==> src/rtl/ring_target_agent.sv <==
// Ring-stop target agent: consumes ring requests for this CoreID, runs a
// local memory access and injects the response; other traffic takes 2 cycles.
//
// Ports:
//   QClk, RstQnnnL         clock, async active-low reset
//   CoreID                 this tile's ring ID
//   RingReqIn*Q500H        ring request channel in
//   RingRspIn*Q500H        ring response channel in
//   RingReqOut*Q502H       ring request channel out (hits become bubbles)
//   RingRspOut*Q502H       ring response channel out (carries injections)
//   MemReq*/MemWr*         local memory request (valid/ready)
//   MemRdDataValid/Data    local read data return
package ring_target_agent_pkg;
  typedef enum logic [3:0] {
    OP_NOP    = 4'h0,
    OP_RD     = 4'h1,
    OP_WR     = 4'h2,
    OP_RD_RSP = 4'h3,
    OP_WR_RSP = 4'h4,
    OP_ATOM   = 4'h5
  } t_opcode;

  typedef struct packed {
    logic [9:0]  req;
    t_opcode     op;
    logic [31:0] addr;
    logic [31:0] data;
  } ring_pkt_t;
endpackage

module ring_target_agent
  import ring_target_agent_pkg::*;
#(
  parameter int REQ_DEPTH   = 4,
  parameter int ADDR_ID_MSB = 31
) (
  input  logic        QClk,
  input  logic        RstQnnnL,
  input  logic [7:0]  CoreID,
  input  logic        RingReqInValidQ500H,
  input  logic [9:0]  RingReqInRequestorQ500H,
  input  t_opcode     RingReqInOpcodeQ500H,
  input  logic [31:0] RingReqInAddressQ500H,
  input  logic [31:0] RingReqInDataQ500H,
  input  logic        RingRspInValidQ500H,
  input  logic [9:0]  RingRspInRequestorQ500H,
  input  t_opcode     RingRspInOpcodeQ500H,
  input  logic [31:0] RingRspInAddressQ500H,
  input  logic [31:0] RingRspInDataQ500H,
  output logic        RingReqOutValidQ502H,
  output logic [9:0]  RingReqOutRequestorQ502H,
  output t_opcode     RingReqOutOpcodeQ502H,
  output logic [31:0] RingReqOutAddressQ502H,
  output logic [31:0] RingReqOutDataQ502H,
  output logic        RingRspOutValidQ502H,
  output logic [9:0]  RingRspOutRequestorQ502H,
  output t_opcode     RingRspOutOpcodeQ502H,
  output logic [31:0] RingRspOutAddressQ502H,
  output logic [31:0] RingRspOutDataQ502H,
  output logic        MemReqValid,
  input  logic        MemReqReady,
  output logic        MemWrEn,
  output logic [31:0] MemAddress,
  output logic [31:0] MemWrData,
  input  logic        MemRdDataValid,
  input  logic [31:0] MemRdData
);

  localparam int AW = $clog2(REQ_DEPTH);
  localparam int CW = AW + 1;

  typedef enum logic [1:0] {
    S_IDLE, S_MEM_REQ, S_MEM_RD, S_RSP_WAIT
  } state_t;

  state_t state_q, state_d;

  ring_pkt_t req_in, rsp_in;
  ring_pkt_t req501_q, req502_q;
  ring_pkt_t rsp501_q, rsp502_q;
  logic      req501_vld_q, req502_vld_q;
  logic      rsp501_vld_q, rsp502_vld_q;

  ring_pkt_t fifo_q [REQ_DEPTH];
  logic [AW-1:0] wr_ptr_q, rd_ptr_q;
  logic [CW-1:0] cnt_q;
  ring_pkt_t wrk_q, inj_pkt;
  logic [31:0] rdata_q;

  logic full, empty, hit, push, pop, cap, inject;

  assign req_in = '{req:  RingReqInRequestorQ500H,
                    op:   RingReqInOpcodeQ500H,
                    addr: RingReqInAddressQ500H,
                    data: RingReqInDataQ500H};
  assign rsp_in = '{req:  RingRspInRequestorQ500H,
                    op:   RingRspInOpcodeQ500H,
                    addr: RingRspInAddressQ500H,
                    data: RingRspInDataQ500H};

  // Depth is a power of two, so the count MSB alone means full.
  assign full  = cnt_q[AW];
  assign empty = cnt_q == '0;

  assign hit = RingReqInValidQ500H
             && RingReqInAddressQ500H[ADDR_ID_MSB -: 8] == CoreID
             && (RingReqInOpcodeQ500H == OP_RD
                 || RingReqInOpcodeQ500H == OP_WR)
             && !full;
  assign push = hit;

  always_comb begin
    state_d = state_q;
    pop     = 1'b0;
    cap     = 1'b0;
    inject  = 1'b0;
    unique case (state_q)
      S_IDLE:
        if (!empty) begin
          pop     = 1'b1;
          state_d = S_MEM_REQ;
        end
      S_MEM_REQ:
        if (MemReqReady)
          state_d = (wrk_q.op == OP_RD) ? S_MEM_RD : S_RSP_WAIT;
      S_MEM_RD:
        if (MemRdDataValid) begin
          cap     = 1'b1;
          state_d = S_RSP_WAIT;
        end
      S_RSP_WAIT:
        if (!rsp501_vld_q) begin
          inject  = 1'b1;
          state_d = S_IDLE;
        end
      default: state_d = S_IDLE;
    endcase
  end

  always_comb begin
    inj_pkt      = wrk_q;
    inj_pkt.op   = (wrk_q.op == OP_RD) ? OP_RD_RSP : OP_WR_RSP;
    inj_pkt.data = (wrk_q.op == OP_RD) ? rdata_q : wrk_q.data;
  end

  always_ff @(posedge QClk) begin
    if (push) fifo_q[wr_ptr_q] <= req_in;
  end

  always_ff @(posedge QClk or negedge RstQnnnL) begin
    if (!RstQnnnL) begin
      state_q  <= S_IDLE;
      wr_ptr_q <= '0;
      rd_ptr_q <= '0;
      cnt_q    <= '0;
      wrk_q    <= '0;
      rdata_q  <= '0;
    end else begin
      state_q <= state_d;
      if (push) wr_ptr_q <= wr_ptr_q + AW'(1);
      if (pop) begin
        rd_ptr_q <= rd_ptr_q + AW'(1);
        wrk_q    <= fifo_q[rd_ptr_q];
      end
      cnt_q <= cnt_q + CW'(push) - CW'(pop);
      if (cap) rdata_q <= MemRdData;
    end
  end

  always_ff @(posedge QClk or negedge RstQnnnL) begin
    if (!RstQnnnL) begin
      req501_vld_q <= 1'b0;
      req501_q     <= '0;
      req502_vld_q <= 1'b0;
      req502_q     <= '0;
      rsp501_vld_q <= 1'b0;
      rsp501_q     <= '0;
      rsp502_vld_q <= 1'b0;
      rsp502_q     <= '0;
    end else begin
      // A consumed request leaves an all-zero bubble behind.
      req501_vld_q <= RingReqInValidQ500H && !hit;
      req501_q     <= hit ? '0 : req_in;
      req502_vld_q <= req501_vld_q;
      req502_q     <= req501_q;
      rsp501_vld_q <= RingRspInValidQ500H;
      rsp501_q     <= rsp_in;
      rsp502_vld_q <= rsp501_vld_q || inject;
      rsp502_q     <= inject ? inj_pkt : rsp501_q;
    end
  end

  assign RingReqOutValidQ502H     = req502_vld_q;
  assign RingReqOutRequestorQ502H = req502_q.req;
  assign RingReqOutOpcodeQ502H    = req502_q.op;
  assign RingReqOutAddressQ502H   = req502_q.addr;
  assign RingReqOutDataQ502H      = req502_q.data;
  assign RingRspOutValidQ502H     = rsp502_vld_q;
  assign RingRspOutRequestorQ502H = rsp502_q.req;
  assign RingRspOutOpcodeQ502H    = rsp502_q.op;
  assign RingRspOutAddressQ502H   = rsp502_q.addr;
  assign RingRspOutDataQ502H      = rsp502_q.data;

  assign MemReqValid = state_q == S_MEM_REQ;
  assign MemWrEn     = MemReqValid && wrk_q.op == OP_WR;
  assign MemAddress  = MemReqValid ? wrk_q.addr : '0;
  assign MemWrData   = MemWrEn ? wrk_q.data : '0;

endmodule

==> config.mk <==
export PLATFORM = sky130hd
export DESIGN_NAME = ring_target_agent
export DESIGN_NICKNAME = d
export VERILOG_FILES = /design/src/rtl/ring_target_agent.sv
export SDC_FILE = /design/constraint.sdc
export NUM_CORES = 1
export LEC_CHECK = 0
export BUFFER_PORTS_ARGS = -buffer_cell sky130_fd_sc_hd__buf_2
export CAP_MARGIN = 40
export CORE_MARGIN = 4
export CORE_UTILIZATION = 37
export DETAILED_ROUTE_END_ITERATION = 12
export SLEW_MARGIN = 20
export SYNTH_ARGS = -nofsm -noshare
export SYNTH_HDL_FRONTEND = slang
export SYNTH_SLANG_ARGS = --single-unit
==> constraint.sdc <==
create_clock -name QClk -period 4.39 [get_ports QClk]
set_input_delay 0.439 -clock QClk [delete_from_list [all_inputs] [get_ports QClk]]
set_output_delay 0.439 -clock QClk [all_outputs]
set_load 0.03 [all_outputs]
==> results of run 1 <==
==> power groups by stage <==
stage	sequential (mW)	clock (mW)	combinational [mW]
6_report	8.81	6.91	4.48
5_1_grt	8.92	7.42	4.93
4_1_cts	8.84	7.10	4.59
3_5_place_dp	8.97	0	4.52
3_3_place_gp	9.08	0	4.21
2_1_floorplan	9.02	0	2.75
==> layout by cell type, fill, tap and decap left out, types with 32 or more instances in the layout <==
cell / Yosys / final
dfrtp_1: 435 / 433
buf_2: 15 / 424
nand2_1: 401 / 400
edfxtp_1: 312 / 312
clkbuf_16: 0 / 85
dlygate4sd3_1: 0 / 82
nor2b_1: 79 / 78
mux4_2: 78 / 78
and2_1: 69 / 65
mux2_2: 33 / 33
mux2i_1: 32 / 32
o21ai_0: 32 / 32
==> logic make-up after synthesis <==
family	share of synthesized area (%)
adders and majority gates	0.605
AOI/OAI and AO/OA	0.730
and+or+nand+nor	9.67
xor gates and xnor gates	0.470
buffers and inverters	1.38
DFF	77.7
muxes	9.44
==> per-stage QoR <==
step	cells	power (mW)
after floorplan	1599	11.8
after CTS	3154	20.5
after global routing	3158	21.3
after detailed placement	2919	13.5
after global placement	2914	13.3
final	3160	20.2
==> worst max-delay path: cells and delay by family, from the launching register on <==
kind          cells  cell delay [ns]
flops             1             0.46
buf+inv           3             1.07
simple gates      3             1.28
==> flip-flops by register name, indices dropped and copies added (netlist names), 36 cells and up <==
signal / flops
rsp501_q: 78
req501_q: 78
inj_pkt: 42
fifo_q: 312
wrk_q: 36
==> cell type report <==
class | instances | area, sq um
Antenna cell | 6 | 15.0
Clock buffer | 131 | 2480
Clock inverter | 22 | 288
Fill cell | 6083 | 36800
Inverter | 9 | 36.3
Multi-Input combinational cell | 768 | 5510
Sequential cell | 747 | 20300
Tap cell | 940 | 1180
Timing Repair Buffer | 537 | 3370
==> worst max path at each step <==
stage / start / to / slack, ns / depth (start not counted)
after floorplan: RingReqInOpcodeQ500H[2] / fifo_q[0][0] / 0.53 / 4
after global placement: RingReqInAddressQ500H[26] / fifo_q[0][25] / 1.06 / 8
after detailed placement: RingReqInAddressQ500H[26] / fifo_q[0][25] / 1.04 / 8
after CTS: cnt_q[2] / fifo_q[0][35] / 1.11 / 6
after global routing: cnt_q[2] / fifo_q[1][30] / 0.96 / 6
final: cnt_q[2] / fifo_q[1][36] / 1.20 / 6
==> layer usage <==
| layer | up-vias | share of wire [%] |
|---|---|---|
| met5 | - | 0.041 |
| met4 | 4 | 4.0 |
| met3 | 146 | 4.9 |
| met2 | 368 | 50 |
| met1 | 7480 | 41 |
| li1 | 6609 | - |
==> what timing repair did <==
action	in CTS	in global routing
endpoints found under the hold margin	171	0
hold buffers	82	0
setup buffers	0	0
==> impl_metrics.csv, run 1 <==
group,metric,value,unit
run_status,status,"completed",
global_route,grt_usage,16.9,%
power_and_ir_drop,switchingPower,6.06,mW
power_and_ir_drop,worst_ir_drop_vdd,0.000430,V
yosys,syn-num-nets,1813,
critical_path,ff2ff_path_depth,6,
clocking,h-tree-depth,3,
power_and_ir_drop,p_sw_share,30.0,%
sta,timing.final.ws_setup,1.20,ns
worst_hold_path,min_from,"MemRdData[4]",
global_route,grt_use_met1,21.1,%
critical_path,startpoint_type,"flop",
die,core,0.0699,sq mm
die,start_util,37.3,%
sta,max_freq,314,MHz
die,die-area,0.0748,sq mm
clocking,numCtsBuffers,82,
sta,hold_viol_final,0,
job,drv_cap,0,
critical_path,critPathMaxStageDelay,0.59,ns
sta,whs,0.0423,ns
power_and_ir_drop,leakage,14.2,nW
power_and_ir_drop,pwr-share-comb,22.2,%
yosys,postSynth.asyncResetShare,58.2,%
yosys,ys_ff_latch,747,
layout,fin_area,0.0331,sq mm
global_route,busiest_layer,"met2",
drt,drc,0,
power_and_ir_drop,internal_power,14.1,mW
power_and_ir_drop,power.density,610,mW/mm^2
critical_path,rrSetupSlack,1.20,ns
critical_path,worstPathRequired,4.65,ns
sta,fin_crit_sh,72.6,%
drt,wire_per_inst,19.9,um
die,fp.dieH,273,um
drt,drt_iter0_drc,943,
global_route,gr-usage-met2,28.8,%
sta,drv_slew,0,
clocking,root_buffer,"clkbuf_16",
critical_path,worst-setup-path-type,"flop to flop",
placed_design,dpl.hpwl,40200,um
clocking,tritoncts,"yes",
drt,vias,14607,
sta,worst_pin_slew,0.794,ns
critical_path,path_common_cell,"buf_4",
layout,areaGrowthSynthToFinish,27.1,%
global_route,grt_pass1_vias,15977,
critical_path,cp_cell_sequence,"or4b_1 > nor4_2 > buf_4 > buf_4 > and2_4 > buf_4",
critical_path,reg2reg_to,"fifo_q[1][36]",
critical_path,cp_max_fo,28,
sta,finalClockSkew,0.0219,ns
worst_hold_path,min_path_type,"input port to flop",
layout,drive_above_1_share,31.9,%
sta,post-route-min-period,3.19,ns
critical_path,cp_slowest_cell,"or4b_1",
clocking,insertion_delay,0.63,ns
yosys,synth_ff_type,"dfrtp_1",
yosys,ys_types,30,
worst_hold_path,whs_path_depth,2,
global_route,grt_first_pass_wirelength,96100,um
critical_path,cp.arrival,3.45,ns
yosys,synth_warnings,0,
placed_design,gp_congestion,0.796,
yosys,synth_commonest_cells,"dfrtp_1 (435), nand2_1 (401), edfxtp_1 (312), nor2b_1 (79), mux4_2 (78)",
global_route,grt_overflow,0,
drt,firstDrtPassIters,5,
layout,fin_util,47.4,%
placed_design,dpl_worst_slack,1.04,ns
global_route,grtUsageMet3,3.43,%
clocking,clock-sinks,747,
critical_path,r2r-start,"cnt_q[2]",
power_and_ir_drop,clock_power_share,34.2,%
die,die_x,273,um
drt,wirelength,62900,um
yosys,synth_top_area_share,41.8,%
power_and_ir_drop,seq_power_share,43.6,%
global_route,grt_max_degree,99,
critical_path,cp-end-kind,"flop",
clocking,clockBufferDepth,3,
sta,setup_viol,0,
layout,fin_nets,2359,
yosys,synth_most_common_cell,"dfrtp_1",
clocking,cts_resized,0,
sta,maxSlewHeadroom,47.1,%
yosys,yosysSeqAreaShare,77.7,%
placed_design,place_area,0.0295,sq mm
yosys,syn_inst,1599,
yosys,synth-edff-count,312,
placed_design,io_buffer_count,425,
yosys,yosysTopAreaCell,"dfrtp_1",
sta,rsz0062_at_grt,"false",
drt,viasPerCell,4.62,
clocking,path_clk_slew,0.06,ns
die,rows,97,
yosys,syn_area_per_cell,16.3,sq um
global_route,antenna_found_initial,10,
sta,tns,0,ns
die,ios,426,
drt,ant_nets,0,
worst_hold_path,hold_end,"rdata_q[4]",
yosys,synthTopCellsByArea,"dfrtp_1 (42%), edfxtp_1 (36%), mux4_2 (6.7%)",
yosys,synth_area,0.0261,sq mm
No activity file was read; power rests on OpenSTA's default activity.
==> run 2, diff against run 1 <==
Clock period 4.39 ns to 3.2 ns, I/O delays scaled along.
==> impl_metrics.csv, run 2 (synthesis results as in run 1) <==
group,metric,value,unit
global_route,grt_use_met1,22.5,%
critical_path,worstPathRequired,3.45,ns
drt,drc,0,
sta,drv_slew,0,
layout,final_cell_mix,"dfrtp_1 (433), buf_2 (424), nand2_1 (400)",
sta,finalClockSkew,0.0199,ns
placed_design,io_buffer_count,425,
global_route,grt_first_pass_wirelength,98900,um
placed_design,dpl.hpwl,42000,um
clocking,cts_resized,0,
worst_hold_path,hold_end,"fifo_q[2][58]",
layout,fin_nets,2473,
layout,areaGrowthSynthToFinish,31.4,%
drt,wire_per_inst,19.8,um
sta,rsz0062_at_grt,"false",
critical_path,cp_max_fo,60,
critical_path,reg2reg_to,"fifo_q[3][4]",
global_route,gr-usage-met2,29.4,%
critical_path,cp-end-kind,"flop",
power_and_ir_drop,switchingPower,8.34,mW
global_route,grt_overflow,0,
sta,setup_viol,0,
worst_hold_path,whs_path_depth,1,
power_and_ir_drop,p_sw_share,30.1,%
die,core,0.0699,sq mm
die,start_util,37.3,%
power_and_ir_drop,seq_power_share,43.9,%
critical_path,ff2ff_path_depth,5,
layout,nFillCells,5946,
sta,maxSlewHeadroom,51.0,%
clocking,root_buffer,"clkbuf_16",
run_status,status,"completed",
clocking,post_cts_buffers,0,
drt,vias,15064,
sta,post-route-min-period,2.98,ns
placed_design,dpl_worst_slack,0.157,ns
clocking,clock-sinks,747,
layout,largestRegisters,"fifo_q x312, req501_q x78, rsp501_q x78",
drt,ant_nets,0,
global_route,grt_max_degree,84,
clocking,cts_hold_buffers,190,
power_and_ir_drop,internal_power,19.4,mW
placed_design,gp_congestion,0.803,
drt,viasPerCell,4.60,
layout,layout_commonest_cell,"dfrtp_1",
global_route,grt_pass1_vias,16224,
clocking,clockBufferDepth,3,
clocking,path_clk_slew,0.06,ns
drt,drt_iter0_drc,785,
die,ios,426,
power_and_ir_drop,leakage,14.7,nW
die,die-area,0.0748,sq mm
die,rows,97,
power_and_ir_drop,clock_power_share,33.5,%
power_and_ir_drop,pwr-share-comb,22.6,%
layout,largest_reg_flops,312,
critical_path,startpoint_type,"flop",
die,die_x,273,um
critical_path,rrSetupSlack,0.22,ns
sta,worst_pin_slew,0.734,ns
drt,wirelength,64900,um
global_route,grtUsageMet3,3.30,%
sta,max_freq,335,MHz
power_and_ir_drop,worst_ir_drop_vdd,0.000507,V
clocking,numCtsBuffers,80,
die,fp.dieH,273,um
layout,registers.top_by_ff_count,"fifo_q",
clocking,tritoncts,"yes",
clocking,insertion_delay,0.61,ns
critical_path,worst-setup-path-type,"flop to flop",
global_route,grt_usage,17.4,%
worst_hold_path,min_from,"RingReqInAddressQ500H[26]",
clocking,h-tree-depth,3,
sta,whs,0.0440,ns
global_route,antenna_found_initial,10,
critical_path,cp.arrival,3.23,ns
sta,hold_viol_final,0,
critical_path,r2r-start,"cnt_q[2]",
power_and_ir_drop,power.density,809,mW/mm^2
global_route,busiest_layer,"met2",
sta,fin_crit_sh,93.3,%
layout,drive_above_1_share,31.0,%
drt,firstDrtPassIters,5,
worst_hold_path,min_path_type,"input port to flop",
sta,timing.final.ws_setup,0.216,ns
sta,tns,0,ns
job,drv_cap,0,
## run 2: cell count changes in the layout (fill, tap and decap cells not counted), moves of 2 or more
| cell | previous run | this run |
|---|---|---|
| diode_2 | 6 | 10 |
| buf_4 | 16 | 22 |
| clkinv_2 | 9 | 13 |
| clkbuf_4 | 0 | 2 |
| clkinvlp_4 | 1 | 4 |
| clkbuf_8 | 18 | 16 |
| buf_12 | 12 | 15 |
| clkbuf_1 | 28 | 15 |
| dlygate4sd3_1 | 82 | 190 |
## run 2: through the flow
step                      cell area (sq um)  cells  util, %  total power, mW
final                                 34200   3273     49.0             27.7
after global routing                  34200   3268     49.0             29.2
after CTS                             34200   3263     48.9             28.1
after detailed placement              29600   2927     42.4             18.5
after global placement                29600   2925     42.3             18.3
after floorplan                       26100   1599        -             16.1
## run 2: final cells by class
class                      instances  area [sq um]  area share (%)
timing repair buffer             653          4530            13.2
tap                              940          1180            3.44
inverter                           9          35.0           0.102
clock buffer                     118          2420            7.06
multi-input combinational        768          5510            16.1
antenna                           10          25.0          0.0731
sequential                       747         20300            59.2
clock inverter                    28           280           0.819
## run 2: per-layer routing
metal | part of all wire, % | routed length, um
met4 | 3.7 | 2400
met3 | 4.9 | 3160
met1 | 41 | 26700
met2 | 50 | 32700
met5 | 0 | 0
## run 2: power by group through the flow
stage	logic [mW]	registers [mW]	clock network (mW)
after floorplan	3.78	12.4	0
after global placement	6.04	12.3	0
after detailed placement	6.20	12.3	0
after CTS	6.40	12.2	9.53
after global routing	6.88	12.3	9.97
final	6.27	12.1	9.28
## run 2: how the worst max path moves through the flow
stage	start	to	slack [ns]
floorplan	cnt_q[2]	fifo_q[0][0]	0.24
finish	cnt_q[2]	fifo_q[3][4]	0.22
CTS	cnt_q[2]	fifo_q[3][15]	0.15
global placement	cnt_q[2]	fifo_q[3][13]	0.20
detailed placement	cnt_q[2]	fifo_q[3][13]	0.16
global route	cnt_q[2]	fifo_q[1][72]	0.06
## run 2: critical path, cell delays in order (launching register included)
cell     delay, ns
dfrtp_1       0.46
or4b_1        0.57
nor4_2        0.38
buf_4         0.53
and2_4        0.26
buf_12        0.28
==> run 3, diff against run 2 <==
Clock period 3.2 ns to 2.4 ns, I/O delays scaled along.
==> impl_metrics.csv, run 3 (synthesis results as in run 1) <==
group,metric,value,unit
critical_path,startpoint_type,"flop",
placed_design,gp_congestion,0.811,
drt,firstDrtPassIters,7,
drt,wire_per_inst,19.7,um
sta,hold_viol_final,0,
global_route,grt_overflow,0,
clocking,tritoncts,"yes",
drt,drc,0,
run_status,status,"finished, violations left",
clocking,insertion_delay,0.61,ns
critical_path,r2r-start,"cnt_q[2]",
critical_path,cp-end-kind,"output port",
die,die_x,273,um
placed_design,dpl_worst_slack,-0.102,ns
sta,whs,0.121,ns
layout,drive_above_1_share,33.5,%
power_and_ir_drop,power.density,1060,mW/mm^2
critical_path,cp_max_fo,8,
worst_hold_path,whs_path_depth,4,
sta,setup_viol,29,
die,core,0.0699,sq mm
clocking,path_clk_slew,0.06,ns
die,die-area,0.0748,sq mm
layout,registers.top_by_ff_count,"fifo_q",
worst_hold_path,hold_end,"state_q[0]",
sta,timing.final.ws_setup,-0.116,ns
drt,drt_iter0_drc,774,
critical_path,cp.arrival,2.28,ns
layout,fin_nets,2510,
layout,nFillCells,5879,
drt,viasPerCell,4.63,
sta,finalClockSkew,0.0180,ns
critical_path,worst-setup-path-type,"flop to output port",
global_route,grt_max_degree,71,
layout,largest_reg_flops,312,
sta,maxSlewHeadroom,58.5,%
clocking,clock-sinks,747,
sta,drv_slew,0,
sta,max_freq,398,MHz
layout,largestRegisters,"fifo_q x312, req501_q x78, rsp501_q x78",
clocking,root_buffer,"clkbuf_16",
global_route,antenna_found_initial,6,
layout,fin_area,0.0349,sq mm
global_route,grt_pass1_vias,16638,
sta,worst_pin_slew,0.622,ns
global_route,grt_usage,17.5,%
critical_path,worstPathRequired,2.16,ns
clocking,numCtsBuffers,78,
power_and_ir_drop,leakage,14.9,nW
critical_path,ff2ff_path_depth,10,
sta,rsz0062_at_grt,"true",
clocking,h-tree-depth,3,
worst_hold_path,min_from,"MemRdDataValid",
layout,areaGrowthSynthToFinish,34.1,%
die,rows,97,
global_route,grt_first_pass_wirelength,99900,um
drt,wirelength,65300,um
layout,layout_commonest_cell,"dfrtp_1",
die,fp.dieH,273,um
job,drv_cap,0,
sta,fin_crit_sh,105,%
critical_path,rrSetupSlack,-0.01,ns
drt,vias,15324,
power_and_ir_drop,worst_ir_drop_vdd,0.000642,V
layout,final_cell_mix,"dfrtp_1 (433), nand2_1 (400), buf_2 (391)",
run_status,violations,"negative setup slack",
worst_hold_path,min_path_type,"input port to flop",
sta,post-route-min-period,2.52,ns
placed_design,place_area,0.0299,sq mm
die,ios,426,
critical_path,reg2reg_to,"cnt_q[2]",
placed_design,dpl.hpwl,40900,um
drt,ant_nets,0,
clocking,clockBufferDepth,3,
placed_design,io_buffer_count,425,
die,start_util,37.3,%
run 3: cell type report:
class	count	area, sq um	area share, %
Tap cell	940	1180	3.37
Antenna cell	5	12.5	0.0358
Sequential cell	747	20300	58.0
Timing Repair Buffer	692	5180	14.8
Inverter	9	35.0	0.100
Multi-Input combinational cell	768	5660	16.2
Clock inverter	29	287	0.820
Clock buffer	117	2320	6.65
run 3: worst max-delay path: stages, from the launching register on:
cell and delay [ns]:
dfrtp_1 0.39, inv_2 0.09, ha_4 0.15, nand2_4 0.05
nor4_4 0.32, buf_4 0.22, buf_12 0.16, and2_4 0.16
buf_6 0.12
run 3: per-layer routing:
metal	wire, um	track usage, %
met1	27500	22.9
met2	32600	29.3
met3	3610	3.82
met4	1560	5.66
met5	27	0
run 3: power breakdown:
part	switching [mW]	leakage [nW]	internal [mW]
Sequential	1.01	7.94	14.9
Combinational	5.29	5.71	3.74
Clock	4.85	1.30	7.26
run 3: metrics by stage:
step           setup TNS (ns)  std cells  util [%]  total power [mW]
2_1_floorplan         -0.0537       1599         -              21.6
3_3_place_gp           -0.129       2951      42.8              24.5
3_5_place_dp           -0.128       2953      42.8              24.8
4_1_cts                 -2.34       3301      49.6              37.4
5_1_grt                 -5.78       3303      50.0              39.0
6_report                -2.24       3307      50.0              37.0
run 3: how the worst max path moves through the flow:
| stage | startpoint | to | slack, ns | depth (start not counted) |
|---|---|---|---|---|
| after global placement | cnt_q[2] | cnt_q[2] | -0.10 | 10 |
| after CTS | state_q[1] | MemWrData[21] | -0.11 | 8 |
| after detailed placement | cnt_q[2] | cnt_q[2] | -0.10 | 10 |
| after global routing | state_q[1] | MemWrData[3] | -0.22 | 8 |
| after floorplan | cnt_q[2] | cnt_q[2] | -0.05 | 11 |
| final | state_q[1] | MemWrData[3] | -0.12 | 8 |
run 3: repair_timing:
| action | CTS | global route |
|---|---|---|
| buffers inserted | 9 | 2 |
| setup endpoints to repair | 67 | 35 |
| pin swaps | 3 | 3 |
| gates resized for setup | 39 | 96 |
| hold buffers | 191 | 0 |
| endpoints found under the hold margin | 542 | 0 |
| cloned | 3 | 1 |
